File: config.mk
export PLATFORM = sky130hd
export DESIGN_NAME = hyperram_cmd_ctrl
export DESIGN_NICKNAME = d
export VERILOG_FILES = /design/src/rtl/hyperram_cmd_ctrl.sv
export SDC_FILE = /design/constraint.sdc
export NUM_CORES = 1
export LEC_CHECK = 0
export ABC_CLOCK_PERIOD_IN_PS = 3900
export CAP_MARGIN = 25
export CELL_PAD_IN_SITES_DETAIL_PLACEMENT = 2
export CELL_PAD_IN_SITES_GLOBAL_PLACEMENT = 2
export CORE_UTILIZATION = 42
export DETAILED_ROUTE_END_ITERATION = 7
export HOLD_SLACK_MARGIN = 0.02
export PLACE_DENSITY = 0.83
export SLEW_MARGIN = 10
export SYNTH_ARGS = -nofsm -noshare
export SYNTH_HDL_FRONTEND = slang
export SYNTH_SLANG_ARGS = --single-unit
File: constraint.sdc
create_clock -name clk -period 3.9 [get_ports clk]
set_input_delay 1.17 -clock clk [delete_from_list [all_inputs] [get_ports clk]]
set_output_delay 1.17 -clock clk [all_outputs]
set_load 0.01 [all_outputs]
File: src/rtl/hyperram_cmd_ctrl.sv
// hyperram_cmd_ctrl: parses UART byte frames (clk, rst, in_data/in_data_ready), issues one hbc burst per frame (start, rdwr, addr, burst_len, wr_data/next_wr, mdata/mdata_ready, mbusy) and returns read words as bytes (send_byte, send_imp, serial_busy)
module hyperram_cmd_ctrl #(
  parameter int BUF_WORDS = 16,
  parameter int ADDR_W = 24
) (
  input  logic              clk,
  input  logic              rst,
  input  logic [7:0]        in_data,
  input  logic              in_data_ready,
  output logic              start,
  output logic              rdwr,
  output logic [ADDR_W-1:0] addr,
  output logic [7:0]        burst_len,
  output logic [15:0]       wr_data,
  input  logic              next_wr,
  input  logic [15:0]       mdata,
  input  logic              mdata_ready,
  input  logic              mbusy,
  output logic [7:0]        send_byte,
  output logic              send_imp,
  input  logic              serial_busy
);
  localparam int AW = $clog2(BUF_WORDS);
  localparam logic [7:0] BW = 8'(BUF_WORDS);
  localparam logic [8:0] BB = 9'(2 * BUF_WORDS);
  typedef enum logic [3:0] {HDR0, HDR1, HDR2, HDR3, PAYLOAD, ISSUE, WRITE, READ, SEND} state_t;
  state_t state, state_n;
  logic [15:0] mem [BUF_WORDS];
  logic [7:0] len, cnt, rptr, wptr, sidx, w_raw, words;
  logic [1:0] guard;
  logic [15:0] tx_word;
  logic rdy_q, busy_q, ev, fall, cap, tx;
  assign ev = in_data_ready & ~rdy_q;
  assign fall = busy_q & ~mbusy;
  assign w_raw = 8'((9'(in_data) + 9'd1) >> 1);
  assign words = w_raw > BW ? BW : w_raw;
  assign cap = mdata_ready && wptr < burst_len;
  assign tx = state == SEND && guard == 2'd0 && !serial_busy && sidx != {wptr[6:0], 1'b0};
  assign tx_word = mem[sidx[AW:1]];
  assign wr_data = mem[rptr[AW-1:0]];
  always_comb begin
    state_n = state;
    case (state)
      HDR0:    state_n = ev ? HDR1 : HDR0;
      HDR1:    state_n = ev ? HDR2 : HDR1;
      HDR2:    state_n = ev ? HDR3 : HDR2;
      HDR3:    state_n = !ev ? HDR3 : in_data == 8'd0 ? HDR0 : PAYLOAD;
      PAYLOAD: state_n = ev && cnt == len - 8'd1 ? ISSUE : PAYLOAD;
      ISSUE:   state_n = mbusy ? ISSUE : rdwr ? READ : WRITE;
      WRITE:   state_n = fall ? HDR0 : WRITE;
      READ:    state_n = fall || (cap && wptr + 8'd1 == burst_len) ? SEND : READ;
      SEND:    state_n = sidx == {wptr[6:0], 1'b0} ? HDR0 : SEND;
      default: state_n = HDR0;
    endcase
  end
  always_ff @(posedge clk) begin
    if (rst) state <= HDR0;
    else state <= state_n;
  end
  always_ff @(posedge clk) begin
    if (rst) begin
      rdy_q <= 1'b0;
      busy_q <= 1'b0;
      start <= 1'b0;
      rdwr <= 1'b0;
      addr <= '0;
      burst_len <= 8'd0;
      len <= 8'd0;
      cnt <= 8'd0;
      rptr <= 8'd0;
      wptr <= 8'd0;
      sidx <= 8'd0;
      guard <= 2'd0;
      send_byte <= 8'd0;
      send_imp <= 1'b0;
      for (int i = 0; i < BUF_WORDS; i++) mem[i] <= '0;
    end else begin
      rdy_q <= in_data_ready;
      busy_q <= mbusy;
      start <= state == ISSUE && !mbusy;
      send_imp <= tx;
      guard <= tx ? 2'd2 : guard == 2'd0 ? 2'd0 : guard - 2'd1;
      if (tx) begin
        send_byte <= sidx[0] ? tx_word[7:0] : tx_word[15:8];
        sidx <= sidx + 8'd1;
      end
      case (state)
        HDR0: if (ev) begin
          rdwr <= in_data[7];
          addr <= ADDR_W'(in_data[6:0]);
        end
        HDR1: if (ev) addr <= ADDR_W'({addr[6:0], in_data});
        HDR2: if (ev) addr <= ADDR_W'({addr[14:0], in_data});
        HDR3: if (ev) begin
          len <= in_data;
          burst_len <= words;
          cnt <= 8'd0;
          rptr <= 8'd0;
          wptr <= 8'd0;
          sidx <= 8'd0;
        end
        PAYLOAD: if (ev) begin
          cnt <= cnt + 8'd1;
          if (9'(cnt) < BB) begin
            if (cnt[0]) mem[cnt[AW:1]][7:0] <= in_data;
            else mem[cnt[AW:1]] <= {in_data, 8'h00};
          end
        end
        WRITE: if (next_wr && rptr + 8'd1 < burst_len) rptr <= rptr + 8'd1;
        READ: if (cap) begin
          mem[wptr[AW-1:0]] <= mdata;
          wptr <= wptr + 8'd1;
        end
        default: ;
      endcase
    end
  end
endmodule

==> results.py, run 1 <==
metrics = {
    "routing": {
        "drt_first_pass_iters": 5,
        "postRouteAntennaNets": 0,
        "avgViaCountPerCell": 6.548,
        "drt_wl_total_mm": 77.83,
        "via_count": 15510,
        "drt-initial-drc-count": 1496,
        "drc": 0,
        "wl_per_cell_um": 32.87,
    },
    "layout": {
        "regArea_sq_um": 9583,
        "nets": 1789,
        "design_area_sq_um": 22690,
        "drive_gt1_share_pct": 20.98,
        "area_growth_pct": 17.16,
        "multiInputGateArea_sq_um": 8991,
        "fill_cells": 4445,
        "layout_commonest_cell": "nor2_1",
        "mostFrequentLayoutCells": "nor2_1, edfxtp_1, mux4_2",
        "n_antenna_cell": 0,
    },
    "timing": {
        "final.setup.tns_ps": 0,
        "finalHoldViolations": 0,
        "fin_skew_ps": 22.75,
        "min_period_ps": 3836,
        "tightestPinTransition_ps": 1157,
        "final-setup-viol-count": 0,
        "slew_headroom_pct": 22.86,
        "drv_slew": 0,
        "rsz0062_at_grt": "false",
        "max_freq_mhz": 260.7,
        "fin_crit_sh_pct": 98.36,
    },
    "floorplan": {
        "start_util_pct": 42.59,
        "boundaryPins": 90,
        "die_area_sq_um": 46980,
        "rows": 78,
        "coreArea_sq_um": 45480,
        "die_w_um": 216.7,
        "dieHeight_um": 216.7,
    },
    "critical_path": {
        "end_kind": "output pin",
        "rr_startpoint": "burst_len[1]",
        "arrival_ps": 2670,
        "worstPathRequired_ps": 2730,
        "startpoint_type": "flop",
        "path_max_fanout": 9,
        "crit_type": "flop to output pin",
    },
    "clock_network": {
        "clk_pin_slew_worst_paths_ps": 60,
        "cts_buffer_depth": 3,
        "htree_levels": 2,
        "numCtsBuffers": 41,
        "cts.sinks": 350,
        "holdBufCountCts": 0,
        "clk-insertion-delay-late_ps": 580,
        "cts_tree": "done",
        "cts-root-buf": "clkbuf_16",
    },
    "synth": {
        "ys_ff_latch": 350,
        "netlist_instances": 1617,
        "synth_area_leaders": "edfxtp_1, mux4_2, dfxtp_1, nor2_1, nand2_1",
        "synthArstFlopShare_pct": 0,
        "yosysTopAreaCell": "edfxtp_1",
        "synth_top_area_share_pct": 39.69,
        "synth_edf_count": 256,
        "synth_top_flop_cell": "edfxtp_1",
        "synth_area_sq_um": 19370,
        "synth_warnings": 0,
        "yosysSeqAreaShare_pct": 49.41,
        "ys_types": 84,
        "syn-num-nets": 1670,
        "syn_avg_cell_area_sq_um": 11.98,
    },
    "power": {
        "p_int_mw": 6.603,
        "p_sw_mw": 2.052,
        "leakage_nw": 7.629,
        "swShare_pct": 23.71,
        "vdd_drop_max_v": 0.0003175,
        "clkPwrFrac_pct": 46.3,
        "powerDensity_nw_per_um2": 381.4,
        "seqPwrFrac_pct": 48.4,
        "combPwrFrac_pct": 5.4,
    },
    "grt": {
        "grt.total_usage_pct": 33.67,
        "grt_max_degree": 55,
        "grt_pass1_vias": 16680,
        "overflow": 0,
        "grt_pass1_wl_mm": 115.4,
        "antenna_found_initial": 1,
    },
    "placement": {
        "post-dp-hpwl_mm": 53.53,
        "gp_congestion": 0.8567,
        "port_buffers": 88,
        "placed_cell_area_sq_um": 21200,
    },
    "status": {
        "status": "complete, no violations",
    },
    "worst_hold_path": {
        "min-delay-start": "addr[18]",
        "hp-class": "flop to flop",
    },
    "job": {
        "maxCapViolations": 0,
    },
}
==> cell families after synthesis <==
logic type | after synthesis | synth area share, %
and+or+nand+nor | 602 | 14.04
DFF | 350 | 49.41
AOI/OAI and AO/OA | 245 | 8.863
muxes | 189 | 19.84
buffers and inverters | 161 | 4.270
xor gates and xnor gates | 46 | 2.080
adders and majority gates | 23 | 1.473
other | 1 | 0.01936
==> metrics by stage <==
stage          instances  util [%]  power (mW)  worst slack [ps]  hold slack [ps]
2_1_floorplan       1617         -       4.439             534.0            422.2
3_3_place_gp        2282     46.62       4.661             254.0            437.5
3_5_place_dp        2282     46.62       4.710             93.41            452.3
4_1_cts             2362     49.74       8.670             15.14            460.7
5_1_grt             2368     49.90       8.816             6.645            480.1
6_report            2368     49.90       8.655             64.15            462.3
==> critical path: stages (launching register included) <==
cell and delay (ps):
dfxtp_4 350, buf_12 150, buf_12 170, mux4_2 580
mux4_2 510, dlygate4sd2_1 300
==> path summary, 6_finish.rpt <==
check,to,slack [ps],cells past startpoint
worst max-delay path,wr_data[12],60,5
worst min-delay path,addr[18],460,2
worst max register to register,mem[13][5],280,10
worst min register to register,addr[18],460,2
==> timing repair <==
action | in CTS | in global routing
setup endpoints to repair | 16 | 1
gates cloned | 1 | 0
buffers inserted | 4 | 0
resized for setup | 23 | 2
==> registers in the layout, indices dropped and copies added (netlist names), 2 cells and up, named ones only <==
signal / cells
mem: 256
addr: 23
burst_len: 8
cnt: 8
len: 8
rptr: 8
send_byte: 8
sidx: 8
wptr: 8
state: 4
guard: 2
==> synthesized netlist by cell type, types with 10 or more instances <==
library cell / count
nor3_1: 19
ha_1: 22
nand2_1: 98
and2_1: 24
mux4_2: 143
a31oi_1: 23
buf_2: 35
o21ai_0: 51
a21oi_1: 63
mux2i_1: 32
nor2_1: 330
dfxtp_1: 94
buf_4: 12
nand3_1: 51
xnor2_1: 24
edfxtp_1: 256
nand4_1: 17
inv_1: 31
xor2_1: 22
a32oi_1: 10
a311oi_1: 16
clkbuf_1: 57
a211oi_1: 13
buf_6: 13
==> power by group through the flow <==
stage          registers [mW]  logic (mW)  clock network [mW]
4_1_cts                  4.18       0.456                4.03
3_5_place_dp             4.26       0.451                   0
2_1_floorplan            4.21       0.227                   0
6_report                 4.19       0.465                4.00
5_1_grt                  4.19       0.482                4.14
3_3_place_gp             4.23       0.429                   0
==> layer usage <==
metal / track usage, % / wire length (um)
met1: 42.94 / 29420
met2: 56.69 / 38660
met3: 5.618 / 6333
met4: 14.44 / 3425
met5: 0 / 0
==> layout make-up <==
cell class	instances	area share, %
Tap cell	600	3.308
Timing Repair Buffer	205	8.353
Clock buffer	54	5.001
Multi-Input combinational cell	1106	39.62
Clock inverter	21	0.9594
Inverter	32	0.5293
Sequential cell	350	42.23
(Power assumes the default switching activity.)
==> run 2: changes to the inputs <==
- CORE_UTILIZATION: 42 -> 30
- PLACE_DENSITY: 0.83 -> 0.63
==> results.py, run 2 (synthesis gave the netlist of run 1 again) <==
metrics = {
    "layout": {
        "reg_top3": "mem: 256 flops, addr: 23 flops",
        "fin_util_pct": 36.74,
        "nets": 1813,
        "drive_gt1_share_pct": 21.92,
        "fill_cells": 6541,
        "top_register": "mem",
        "design_area_sq_um": 23300,
        "stdcell_count": 2639,
        "layout_commonest_cell": "nor2_1",
        "n_antenna_cell": 0,
        "area_growth_pct": 20.31,
        "mostFrequentLayoutCells": "nor2_1, edfxtp_1, mux4_2",
        "largest_register_ffs": 256,
    },
    "status": {
        "status": "complete, no violations",
    },
    "floorplan": {
        "rows": 92,
        "coreArea_sq_um": 63430,
        "start_util_pct": 30.54,
        "die_area_sq_um": 65580,
        "dieHeight_um": 256.1,
        "die_w_um": 256.1,
        "boundaryPins": 90,
    },
    "placement": {
        "gp_congestion": 0.8385,
        "post-dp-hpwl_mm": 53.91,
        "dp_cells": 2547,
        "port_buffers": 88,
        "placed_cell_area_sq_um": 21650,
        "pre_cts_ws_ps": 23.36,
    },
    "clock_network": {
        "cts_buffer_depth": 3,
        "clk-insertion-delay-late_ps": 590,
        "holdBufCountCts": 0,
        "clk_pin_slew_worst_paths_ps": 60,
        "cts.sinks": 350,
        "cts_tree": "done",
        "numCtsBuffers": 44,
        "cts-root-buf": "clkbuf_16",
        "htree_levels": 2,
    },
    "routing": {
        "drt-initial-drc-count": 1116,
        "postRouteAntennaNets": 0,
        "drc": 0,
        "wl_per_cell_um": 27.97,
        "drt_first_pass_iters": 5,
        "drt_wl_total_mm": 73.82,
        "via_count": 14690,
        "avgViaCountPerCell": 5.568,
    },
    "timing": {
        "setup_ws_ps": 51.78,
        "drv_slew": 0,
        "fin_skew_ps": 13.40,
        "finalHoldViolations": 0,
        "fin_crit_sh_pct": 98.67,
        "rsz0062_at_grt": "true",
        "max_freq_mhz": 259.9,
        "holdWs_ps": 455.1,
        "min_period_ps": 3848,
        "final.setup.tns_ps": 0,
        "tightestPinTransition_ps": 1018,
        "slew_headroom_pct": 32.13,
        "final-setup-viol-count": 0,
    },
    "grt": {
        "met2_usage_pct": 39.20,
        "busiest_layer": "met2",
        "grt_pass1_vias": 15990,
        "grtUsageMet3_pct": 3.298,
        "use_met1_pct": 29.00,
        "grt.total_usage_pct": 22.57,
        "antenna_found_initial": 2,
        "grt_max_degree": 34,
        "overflow": 0,
        "grt_pass1_wl_mm": 109.7,
    },
    "critical_path": {
        "worstPathRequired_ps": 2730,
        "end_kind": "output pin",
        "arrival_ps": 2680,
        "crit_type": "flop to output pin",
        "startpoint_type": "flop",
        "path_max_fanout": 7,
    },
    "power": {
        "vdd_drop_max_v": 0.0002731,
        "total_power_mw": 8.905,
        "powerDensity_nw_per_um2": 382.2,
        "leakage_nw": 7.785,
    },
    "worst_hold_path": {
        "hp-class": "flop to flop",
    },
    "job": {
        "maxCapViolations": 0,
    },
}
[run 2: cell count changes in the layout (fill, tap and decap cells not counted), sizes merged]
| cell | change |
|---|---|
| clkinvlp | -4 |
| bufinv | +3 |
| clkbuf | -5 |
| dlygate4sd2 | -8 |
| bufbuf | +1 |
| clkdlybuf4s15 | +3 |
| buf | +26 |
| clkinv | +9 |
[run 2: final timing paths]
check | startpoint | end | slack [ps] | cells after the start
min | addr[19] | addr[19] | 460 | 2
min reg2reg | addr[19] | addr[19] | 460 | 2
max reg2reg | burst_len[5] | mem[1][9] | 610 | 9
max | flop | wr_data[4] | 50 | 7
[run 2: what timing repair did]
| action | CTS | global route |
|---|---|---|
| gates cloned | 1 | 0 |
| resized for setup | 39 | 10 |
| setup buffers | 11 | 1 |
| pin swaps | 0 | 0 |
| endpoints found under the setup margin | 16 | 7 |
[run 2: cell type report]
| cell class | count | area (sq um) | area share (%) |
|---|---|---|---|
| multi-input cells | 1106 | 8991 | 38.58 |
| repair buffers | 226 | 2077 | 8.913 |
| clock buffers | 50 | 1124 | 4.822 |
| flip-flops and latches | 350 | 9583 | 41.12 |
| clock inverters | 29 | 349.1 | 1.498 |
| well taps | 846 | 1059 | 4.543 |
| inverters | 32 | 120.1 | 0.5155 |
[run 2: critical path, stage by stage (launching register included)]
cell,delay [ps]
dfxtp_4,430
buf_12,160
buf_16,140
buf_12,130
buf_6,100
mux4_2,490
mux4_2,490
buf_6,140
[run 2: power breakdown]
group	total [mW]	switching [mW]	internal, mW
registers	4.19	0.0909	4.09
clock network	4.27	1.73	2.54
logic	0.452	0.263	0.189
total	8.91	2.08	6.83
[run 2: metal layers]
layer | share of wire (%) | wire length [um] | up-vias
li1 | - | - | 6396
met2 | 50 | 37150 | 397
met4 | 2.7 | 2028 | 2
met3 | 4.6 | 3409 | 105
met1 | 42 | 31210 | 7794
met5 | 0.018 | 13 | -
